[src/rtl/fiber_pkg.sv]
// Shared request-type encodings and helpers for fiberBank and its PE-side arbiter.
package fiber_pkg;

  localparam logic [3:0] FETCH_REQ   = 4'b0001;
  localparam logic [3:0] READ_REQ    = 4'b0010;
  localparam logic [3:0] WRITE_REQ   = 4'b0100;
  localparam logic [3:0] CONSUME_REQ = 4'b1000;

  typedef enum logic {
    ARB  = 1'b0,
    HOLD = 1'b1
  } arb_state_e;

  // READ and CONSUME are the only requests that produce one data word back.
  function automatic logic is_resp_type(input logic [3:0] req_type);
    return (req_type == READ_REQ) || (req_type == CONSUME_REQ);
  endfunction

endpackage

[src/rtl/fiber_id_fifo.sv]
// Requester-ID FIFO that remembers which PE owns each outstanding bank response.
module fiber_id_fifo #(
  parameter int ID_W  = 2,
  parameter int DEPTH = 4
) (
  input  logic            i_clk,
  input  logic            i_nreset,
  input  logic            i_push,
  input  logic            i_pop,
  input  logic [ID_W-1:0] i_din,
  output logic [ID_W-1:0] o_dout,
  output logic            o_empty,
  output logic            o_full
);

  localparam int PTR_W = (DEPTH > 1) ? $clog2(DEPTH) : 1;
  localparam logic [PTR_W:0] FULL_CNT = (PTR_W+1)'(DEPTH);

  logic [ID_W-1:0]  r_mem [DEPTH];
  logic [PTR_W-1:0] r_wr_ptr;
  logic [PTR_W-1:0] r_rd_ptr;
  logic [PTR_W:0]   r_count;
  logic             w_push_ok;
  logic             w_pop_ok;

  assign o_empty   = (r_count == (PTR_W+1)'(0));
  assign o_full    = (r_count == FULL_CNT);
  assign o_dout    = r_mem[r_rd_ptr];
  assign w_pop_ok  = i_pop & ~o_empty;
  // A push into a full FIFO is only legal when a slot frees up in the same cycle.
  assign w_push_ok = i_push & (~o_full | w_pop_ok);

  // Storage, pointers and occupancy count.
  always_ff @(posedge i_clk or negedge i_nreset) begin
    if (!i_nreset) begin
      for (int i = 0; i < DEPTH; i++) begin
        r_mem[i] <= ID_W'(0);
      end
      r_wr_ptr <= PTR_W'(0);
      r_rd_ptr <= PTR_W'(0);
      r_count  <= (PTR_W+1)'(0);
    end else begin
      if (w_push_ok) begin
        r_mem[r_wr_ptr] <= i_din;
        r_wr_ptr        <= r_wr_ptr + PTR_W'(1);
      end
      if (w_pop_ok) begin
        r_rd_ptr <= r_rd_ptr + PTR_W'(1);
      end
      case ({w_push_ok, w_pop_ok})
        2'b10:   r_count <= r_count + (PTR_W+1)'(1);
        2'b01:   r_count <= r_count - (PTR_W+1)'(1);
        default: r_count <= r_count;
      endcase
    end
  end

endmodule

[src/rtl/fiber_bank_arbiter.sv]
// Round-robin arbiter sharing one fiberBank PE port between NUM_PE requesters.
// Define FIBER_ARB_FETCH_PRIO_EN to favour FETCH requesters during arbitration.
module fiber_bank_arbiter
  import fiber_pkg::*;
#(
  parameter int NUM_PE     = 4,
  parameter int ADDR_WIDTH = 64,
  parameter int DATA_WIDTH = 16,
  parameter int RESP_DEPTH = 4
) (
  input  logic                         i_clk,
  input  logic                         i_nreset,
  input  logic [NUM_PE*4-1:0]          i_pe_request_type,
  input  logic [NUM_PE*ADDR_WIDTH-1:0] i_pe_addr,
  input  logic [NUM_PE*DATA_WIDTH-1:0] i_pe_data,
  input  logic [NUM_PE-1:0]            i_pe_type_valid,
  output logic [NUM_PE-1:0]            o_pe_type_ready,
  output logic [DATA_WIDTH-1:0]        o_pe_data_o,
  output logic [NUM_PE-1:0]            o_pe_data_o_valid,
  input  logic [NUM_PE-1:0]            i_pe_data_o_ready,
  output logic [3:0]                   o_bank_request_type,
  output logic [ADDR_WIDTH-1:0]        o_bank_addr,
  output logic [DATA_WIDTH-1:0]        o_bank_data,
  output logic                         o_bank_type_valid,
  input  logic                         i_bank_type_ready,
  input  logic [DATA_WIDTH-1:0]        i_bank_data_o,
  input  logic                         i_bank_data_o_valid,
  output logic                         o_bank_data_o_ready
);

  localparam int ID_W = $clog2(NUM_PE);
  localparam logic [ID_W-1:0] LAST_ID = ID_W'(NUM_PE - 1);

  arb_state_e        r_state;
  arb_state_e        w_state_nxt;
  logic [ID_W-1:0]   r_grant;
  logic [ID_W-1:0]   w_grant_nxt;
  logic [ID_W-1:0]   r_rr_ptr;
  logic [ID_W-1:0]   w_rr_ptr_nxt;
  logic [NUM_PE-1:0] w_cand;
  logic [3:0]        w_win_type;
  logic              w_win_resp;
  logic              w_bank_valid;
  logic              w_handshake;
  logic              w_push;
  logic              w_pop;
  logic              w_fifo_empty;
  logic              w_fifo_full;
  logic [ID_W-1:0]   w_head;

  // First requester at or after ptr, wrapping modulo NUM_PE.
  function automatic logic [ID_W-1:0] rr_pick(input logic [NUM_PE-1:0] req,
                                              input logic [ID_W-1:0]   ptr);
    logic [ID_W-1:0] pick;
    logic [ID_W-1:0] idx;
    logic            found;
    pick  = ptr;
    found = 1'b0;
    for (int i = 0; i < NUM_PE; i++) begin
      idx = ID_W'((int'(ptr) + i) % NUM_PE);
      if (!found && req[idx]) begin
        pick  = idx;
        found = 1'b1;
      end else begin
        found = found;
      end
    end
    return pick;
  endfunction

`ifdef FIBER_ARB_FETCH_PRIO_EN
  logic [NUM_PE-1:0] w_fetch;

  // Restrict the candidate set to FETCH requesters whenever any are present.
  always_comb begin
    w_fetch = {NUM_PE{1'b0}};
    for (int p = 0; p < NUM_PE; p++) begin
      w_fetch[p] = i_pe_type_valid[p] & (i_pe_request_type[p*4 +: 4] == FETCH_REQ);
    end
    if (|w_fetch) begin
      w_cand = w_fetch;
    end else begin
      w_cand = i_pe_type_valid;
    end
  end
`else
  assign w_cand = i_pe_type_valid;
`endif

  assign w_win_type = i_pe_request_type[int'(r_grant)*4 +: 4];
  assign w_win_resp = is_resp_type(w_win_type);
  // A data-returning request stalls only when no ID slot exists or frees this cycle.
  assign w_bank_valid = (r_state == HOLD) & ~(w_win_resp & w_fifo_full & ~w_pop);
  assign w_handshake  = w_bank_valid & i_bank_type_ready;
  assign w_push       = w_handshake & w_win_resp;
  assign w_pop        = i_bank_data_o_valid & o_bank_data_o_ready;

  fiber_id_fifo #(
    .ID_W (ID_W),
    .DEPTH(RESP_DEPTH)
  ) u_id_fifo (
    .i_clk   (i_clk),
    .i_nreset(i_nreset),
    .i_push  (w_push),
    .i_pop   (w_pop),
    .i_din   (r_grant),
    .o_dout  (w_head),
    .o_empty (w_fifo_empty),
    .o_full  (w_fifo_full)
  );

  // FSM state, granted requester and round-robin pointer.
  always_ff @(posedge i_clk or negedge i_nreset) begin
    if (!i_nreset) begin
      r_state  <= ARB;
      r_grant  <= ID_W'(0);
      r_rr_ptr <= ID_W'(0);
    end else begin
      r_state  <= w_state_nxt;
      r_grant  <= w_grant_nxt;
      r_rr_ptr <= w_rr_ptr_nxt;
    end
  end

  // Next-state: pick a winner in ARB, release it after the bank handshake in HOLD.
  always_comb begin
    w_state_nxt  = r_state;
    w_grant_nxt  = r_grant;
    w_rr_ptr_nxt = r_rr_ptr;
    case (r_state)
      ARB: begin
        if (|i_pe_type_valid) begin
          w_grant_nxt = rr_pick(w_cand, r_rr_ptr);
          w_state_nxt = HOLD;
        end else begin
          w_state_nxt = ARB;
        end
      end
      HOLD: begin
        if (w_handshake) begin
          w_rr_ptr_nxt = (r_grant == LAST_ID) ? ID_W'(0) : r_grant + ID_W'(1);
          w_state_nxt  = ARB;
        end else begin
          w_state_nxt = HOLD;
        end
      end
      default: w_state_nxt = ARB;
    endcase
  end

  // Request path: winner's lanes pass straight through to the bank while held.
  always_comb begin
    o_bank_request_type = 4'b0000;
    o_bank_addr         = {ADDR_WIDTH{1'b0}};
    o_bank_data         = {DATA_WIDTH{1'b0}};
    o_bank_type_valid   = 1'b0;
    o_pe_type_ready     = {NUM_PE{1'b0}};
    if (r_state == HOLD) begin
      o_bank_request_type      = w_win_type;
      o_bank_addr              = i_pe_addr[int'(r_grant)*ADDR_WIDTH +: ADDR_WIDTH];
      o_bank_data              = i_pe_data[int'(r_grant)*DATA_WIDTH +: DATA_WIDTH];
      o_bank_type_valid        = w_bank_valid;
      o_pe_type_ready[r_grant] = w_handshake;
    end else begin
      o_bank_type_valid = 1'b0;
    end
  end

  // Response path: route bank data to the PE at the head of the ID FIFO.
  always_comb begin
    o_pe_data_o_valid   = {NUM_PE{1'b0}};
    o_bank_data_o_ready = 1'b0;
    o_pe_data_o         = {DATA_WIDTH{1'b0}};
    if (!w_fifo_empty) begin
      o_pe_data_o_valid[w_head] = i_bank_data_o_valid;
      o_bank_data_o_ready       = i_pe_data_o_ready[w_head];
      o_pe_data_o               = i_bank_data_o;
    end else begin
      o_bank_data_o_ready = 1'b0;
    end
  end

endmodule

[config.mk]
export PLATFORM = sky130hd
export DESIGN_NAME = fiber_bank_arbiter
export DESIGN_NICKNAME = d
export VERILOG_FILES = /design/src/rtl/fiber_pkg.sv /design/src/rtl/fiber_id_fifo.sv /design/src/rtl/fiber_bank_arbiter.sv
export SDC_FILE = /design/constraint.sdc
export NUM_CORES = 1
export LEC_CHECK = 0
export CORE_AREA = 2 2 182 184
export DETAILED_ROUTE_END_ITERATION = 6
export DIE_AREA = 0 0 184 186
export GPL_ROUTABILITY_DRIVEN = 0
export HOLD_SLACK_MARGIN = 0.1
export PLACE_DENSITY = 0.44
export SETUP_SLACK_MARGIN = 0.5
export SLEW_MARGIN = 30
export SYNTH_ARGS = -nofsm -noshare
export SYNTH_HDL_FRONTEND = slang
export SYNTH_HIERARCHICAL = 1
export SYNTH_SLANG_ARGS = --single-unit
[constraint.sdc]
create_clock -name i_clk -period 4.8 [get_ports i_clk]
set_clock_uncertainty 0.1 [all_clocks]
set_input_delay 0.48 -clock i_clk [delete_from_list [all_inputs] [get_ports i_clk]]
set_output_delay 0.48 -clock i_clk [all_outputs]
set_load 0.02 [all_outputs]
==> metrics.txt, run 1 <==
Tot Pwr=4.205 mW; Switch Pwr=1.871 mW; starting DRC count in detailed routing=75; CTS Buf Count=3; critical path endpoint category=output pin; total die area=34,220 µm²; crit path max fanout=5; overall global routing resource usage=13.62%; Mapped Cells=329; status=completed; Core Region=32,210 µm²; Vias=4,694; # resized after CTS=0; Reg2Reg Launch Point=r_grant[0]; Synth top area share=49.39%; Finish-stage setup viols=0; Clk Latency, worst-skew pair=250 ps; clock sink count=20; cell mode on critical path=mux4_2; Routed WL=24,330 µm; drt pass-1 iters=4; post-CTS setup buffers=0; hold crit path type=in -> async; Layout area overhead=134.7%; Tightest Pin Transition=713.4 ps; IO buf count=473; crit start category=flip-flop; RR Endpoint=u_id_fifo/r_count[2]; DRC viols=0; initial antenna violation count=2; via count of the first global-routing pass=5,153; die width=184 µm; Seq cells post-synth=20; Core Rows=66; Filler cells=3,381; H-tree depth=1; synth warn=6; Fin Hold WS=74.12 ps; Final period util=76.99%; Routed Antenna Nets=0; Initial Utilization=12.18%; Ports=474; R2R setup slack=1280 ps; Sw Ratio=44.50%; first-pass GRT wire length=34,400 µm; Synth Net Count=703; top cells by area, synth=mux4_2, and2_1, dfrtp_1; Max VDD drop=0.1825 mV; CTS tree=done; sequential area share after synthesis=12.76%; Max-Cap Viols=0; Congestion Overflow GR=0; post-DP HPWL=21,190 µm; Post-CTS Hold Buffers=0; Reg2Reg Depth=11; leakage=3.267 nW; Crit Path Class=reg -> out; WP data arrival=3120 ps; distinct cell type count after synthesis=37; chip height=186 µm; post-DR wirelength/cell=20.40 µm; share of layout cells above drive strength 1=14.81%; Cell Area, Synth=3921 µm²; fmax=0.2706 GHz; TNS Setup=0 ps; Power Density=457.0 nW/µm²; number of synthesized flops with an enable pin=0; Rel. slew slack=52.44%; largest net degree at the start of global routing=54; P_int=2.334 mW; Flop pwr share=11.8%; required time of the critical path=4220 ps; Period minus WS final=3695 ps; critical path cell sequence=mux4_2 > mux4_2 > a2111oi_4 > nand2_1 > and2_1 > clkdlybuf4s50_1; clk buf depth=2; syn avg cell area=11.92 µm²; Comb pwr share=82.7%; Crit path largest cell delay=580 ps; Final Max Tran Viols=0; ys async rst share=100.0%; leading area contributor after synthesis=mux4_2; most frequent cells in the layout=clkdlybuf4s50_1, and2_1, mux4_2; clock transition at the registers of the reported paths=60 ps; Total Nets Final=1,158; Root Buffer=clkbuf_16; most frequent standard cell in the layout excluding fill and tap cells=clkdlybuf4s50_1; Synth Flop Type=dfrtp_1; critical path's slowest cell=mux4_2; RSZ-0062 raised after global routing=no; Avg Vias per Cell=3.935; Clock Power Share=5.5%; Final Hold Fails=0
## Yosys cell counts, drive strengths merged (2+ instances only)
| cell | n |
|---|---|
| a21oi | 3 |
| a31oi | 2 |
| and2 | 90 |
| and3 | 2 |
| buf | 13 |
| clkbuf | 16 |
| dfrtp | 20 |
| ha | 9 |
| inv | 11 |
| mux2 | 10 |
| mux4 | 87 |
| nand2 | 11 |
| nand2b | 2 |
| nor2 | 12 |
| nor2b | 18 |
| nor3 | 3 |
| xnor2 | 3 |
| xor2 | 4 |
## cell type report
cell class | count | area (µm²) | share of cell area (%)
well taps | 408 | 510.5 | 5.548
inverters | 11 | 41.29 | 0.4487
flip-flops and latches | 20 | 509.2 | 5.534
multi-input cells | 269 | 3256 | 35.38
repair buffers | 479 | 4775 | 51.89
clock buffers | 3 | 75.07 | 0.8159
diodes | 2 | 5.005 | 0.05439
clock inverters | 1 | 30.03 | 0.3264
## logic make-up (layout without fill, tap and decap cells)
logic type / after synthesis / in the layout / synth area share, %
other cells: 0 / 2 / 0
simple gates: 141 / 141 / 21.67
buf+inv: 40 / 494 / 4.340
xor+xnor: 7 / 7 / 1.564
mux: 98 / 98 / 53.29
fa+ha+maj: 10 / 10 / 3.382
compound gates: 13 / 13 / 3.000
flops: 20 / 20 / 12.76
## critical path, delay by kind of cell (launching register included)
kind	cells	cell delay, ps
simple gates	2	350
compound gates	1	430
buf+inv	1	560
mux	2	1080
flops	1	430
## how the worst max path moves through the flow
| stage | from | depth (start not counted) | to | slack [ps] |
|---|---|---|---|---|
| final | u_id_fifo/r_rd_ptr[0] | 6 | o_bank_type_valid | 1100 |
| after global routing | r_grant[0] | 4 | o_bank_addr[28] | 890 |
| after CTS | r_grant[0] | 4 | o_bank_addr[28] | 1030 |
| after detailed placement | r_grant[0] | 11 | u_id_fifo/r_count[2] | 1220 |
| after global placement | r_grant[0] | 11 | u_id_fifo/r_count[2] | 1290 |
| after floorplan | u_id_fifo/r_rd_ptr[0] | 11 | u_id_fifo/r_count[2] | 1480 |
## sequential cells by signal (all words and copies together) (netlist names)
signal	flops
u_id_fifo/r_mem	8
u_id_fifo/r_count	3
r_grant	2
r_rr_ptr	2
u_id_fifo/r_rd_ptr	2
u_id_fifo/r_wr_ptr	2
r_state	1
## power groups by stage
stage	sequential [mW]	combinational, mW	clock, mW
after floorplan	0.316	2.13	0
after global placement	0.514	3.54	0
after detailed placement	0.513	3.52	0
after CTS	0.511	3.54	0.236
after global routing	0.530	3.72	0.242
final	0.496	3.48	0.230
## through the flow
step / area (µm²) / setup WS, ps / instances / util (%)
final: 9201 / 1105 / 1193 / 28.57
after global routing: 9201 / 894.6 / 1193 / 28.57
after CTS: 9201 / 1028 / 1191 / 28.57
after detailed placement: 9096 / 1217 / 1187 / 28.24
after global placement: 9096 / 1288 / 1187 / 28.24
after floorplan: 3921 / 1485 / 329 / -
## layer usage
metal,share of wire (%),GRT usage (%)
met1,38,15.81
met2,53,25.68
met3,8.3,3.717
met4,0.76,1.376
met5,0,0
Note: power is estimated with default switching activity, not from simulation.
==> inputs of run 2 (changes only) <==
- PLACE_DENSITY: 0.44 -> 0.46
- clock period: 4.8 -> 3.13 ns (I/O delays scaled with it)
==> run 2 against run 1 <==
Sequential share of layout area is 0.29 points lower. Critical path depth is 5 higher. Core utilization is 1.6 points higher. First-iteration DRC count is 45% higher. Via count is 5.0% higher. Critical path type is now reg -> reg. Total power is 61% higher. Non-clock buffer count is 35 higher. Setup slack worse by 1000 ps. Largest power group unchanged. Clock-buffer cell count stayed put.
==> metrics.txt, run 2 (same netlist as run 1, synthesis figures left out) <==
Tightest Pin Transition=495.4 ps (-218.0 ps); Reg2Reg Depth=11 (unchanged); hold crit path type=reg -> reg; Crit Path Class=reg -> reg; Seq. cell area=509.2 µm² (unchanged); critical path cell sequence=mux4_2 > mux4_2 > and2_4 > nor4b_4 > nand2b_4 > ha_4 > inv_2 > fa_2 > xor2_1 > nor2_1 > xor2_1; critical path endpoint category=flip-flop; most frequent standard cell in the layout excluding fill and tap cells=clkdlybuf4s50_1; via count of the first global-routing pass=5,499 (+6.7%); biggest regs=u_id_fifo/r_mem x8, u_id_fifo/r_count x3; Final Max Tran Viols=0 (unchanged); drt pass-1 iters=6 (+2); met1 GRT Util=16.75% (+0.94 points); clk buf depth=2 (unchanged); register with the most flip-flops=u_id_fifo/r_mem; chip height=186 µm (unchanged); Ports=474 (unchanged); die width=184 µm (unchanged); Congestion Overflow GR=0 (unchanged); Core Region=32,210 µm² (unchanged); pre-CTS WS=-84.09 ps (-1301 ps); CTS Buf Count=3 (unchanged); Routed WL=26,480 µm (+8.8%); leakage=3.851 nW (+18%); overall global routing resource usage=14.93% (+1.3 points); Total Nets Final=1,193 (+3.0%); Power Density=698.2 nW/µm² (+53%); Avg Vias per Cell=4.016 (+2.1%); fmax=0.3268 GHz; most frequent cells in the layout=clkdlybuf4s50_1, mux4_2, and2_1; Clk Latency, worst-skew pair=250 ps (about the same); Finish-stage setup viols=0 (unchanged); clock sink count=20 (unchanged); Initial Utilization=12.18% (unchanged); R2R setup slack=70 ps (-1210 ps); clock transition at the registers of the reported paths=60 ps (about the same); Crit path largest cell delay=540 ps (-40 ps); share of layout cells above drive strength 1=22.62% (+7.8 points); largest net degree at the start of global routing=48 (-11%); post-DP HPWL=22,620 µm (+6.8%); Setup crit start=u_id_fifo/r_rd_ptr[0]; Final period util=97.77%; critical path's slowest cell=mux4_2; crit path max fanout=2 (-3); required time of the critical path=3200 ps (-1020 ps); Routed Antenna Nets=0 (unchanged); initial antenna violation count=1 (-1); max reg flops=8 (unchanged); Max VDD drop=0.2766 mV (+52%); Fin Hold WS=414.1 ps (+339.9 ps); post-DR wirelength/cell=21.58 µm (+5.8%); Vias=4,928 (+5.0%); CTS tree=done; met2 GRT Util=27.28% (+1.6 points); setup slack after layout=69.89 ps (-1035 ps); RSZ-0062 raised after global routing=yes; total die area=34,220 µm² (unchanged); status=completed; Rel. slew slack=66.97% (+15 points); Core Rows=66 (unchanged); crit start category=flip-flop; Max-Cap Viols=0 (unchanged); Reg2Reg Launch Point=u_id_fifo/r_rd_ptr[0]; DRC viols=0 (unchanged); Filler cells=3,356 (-0.74%); starting DRC count in detailed routing=109 (+45%); first-pass GRT wire length=37,160 µm (+8.0%); global routing usage on met3=3.737% (+0.020 points); Period minus WS final=3060 ps; IO buf count=473 (unchanged); Final Hold Fails=0 (unchanged); GR peak layer=met2; Worst setup endpoint=u_id_fifo/r_count[2]; RR Endpoint=u_id_fifo/r_count[2]; Root Buffer=clkbuf_16; area taken by multi-input logic gates=3405 µm² (+4.6%); H-tree depth=1 (unchanged); WP data arrival=3130 ps (about the same); Layout area overhead=147.5%
[run 2: cell count changes in the layout (fill, tap and decap cells not counted), sizes merged]
cell | previous run | this run
clkdlybuf4s15 | 0 | 4
dlygate4sd3 | 0 | 1
clkdlybuf4s50 | 472 | 380
diode | 2 | 1
dlygate4sd2 | 0 | 77
buf | 7 | 46
clkbuf | 3 | 5
dlymetal6s2s | 0 | 4
[run 2: how the worst min path moves through the flow]
| stage | cells past startpoint | slack, ps | startpoint | to |
|---|---|---|---|---|
| after floorplan | 0 | -80 | i_nreset | r_grant[0] |
| after global placement | 1 | 390 | u_id_fifo/r_mem[7] | u_id_fifo/r_mem[7] |
| after detailed placement | 1 | 210 | i_nreset | r_rr_ptr[1] |
| after CTS | 1 | 410 | u_id_fifo/r_mem[4] | u_id_fifo/r_mem[4] |
| after global routing | 1 | 430 | u_id_fifo/r_mem[6] | u_id_fifo/r_mem[6] |
| final | 1 | 410 | u_id_fifo/r_mem[4] | u_id_fifo/r_mem[4] |
[run 2: layout make-up]
type | instances | share of cell area (%)
repair buffers | 514 | 52.88
multi-input cells | 269 | 35.08
clock inverters | 1 | 0.3094
flip-flops and latches | 20 | 5.248
well taps | 408 | 5.260
clock buffers | 3 | 0.7736
inverters | 11 | 0.4255
diodes | 1 | 0.02579
[run 2: repair_timing]
action,4_1_cts,5_1_grt
endpoints found under the hold margin,20,0
setup endpoints to repair,101,26
hold buffers,1,0
pin swaps,13,7
resized for setup,160,19
buffers inserted,16,3
cloned,2,1
[run 2: worst max-delay path: cells and delay by family, from the launching register on]
| family | cells | cell delay, ps |
|---|---|---|
| xor gates and xnor gates | 2 | 300 |
| and+or+nand+nor | 4 | 720 |
| buffers and inverters | 1 | 30 |
| muxes | 2 | 1010 |
| DFF | 1 | 360 |
| adders and majority gates | 2 | 450 |
[run 2: per-stage QoR]
step                      power, mW  std cells  TNS, ps  cell area (µm²)  utilization (%)
after CTS                     6.832       1222        0             9589            29.77
after global placement        6.507       1199   -288.1             9248            28.71
after global routing          7.225       1227   -96.97             9704            30.13
after floorplan               3.770        329   -150.7             3945                -
final                         6.775       1227        0             9704            30.13
after detailed placement      6.510       1199   -286.4             9243            28.70
[run 2: metal layers]
| layer | vias to the layer above | part of all wire [%] |
|---|---|---|
| met4 | 2 | 3.6 |
| met3 | 26 | 8.5 |
| met1 | 2341 | 38 |
| met5 | - | 0.16 |
| met2 | 318 | 50 |
| li1 | 2241 | - |
[run 2: report_power, final]
part	total [mW]	leakage (nW)	internal, mW	switching (mW)
Sequential	0.540	0.249	0.386	0.154
Clock	0.352	0.0511	0.254	0.0983
Combinational	5.88	3.55	3.00	2.88
Total	6.78	3.85	3.64	3.13
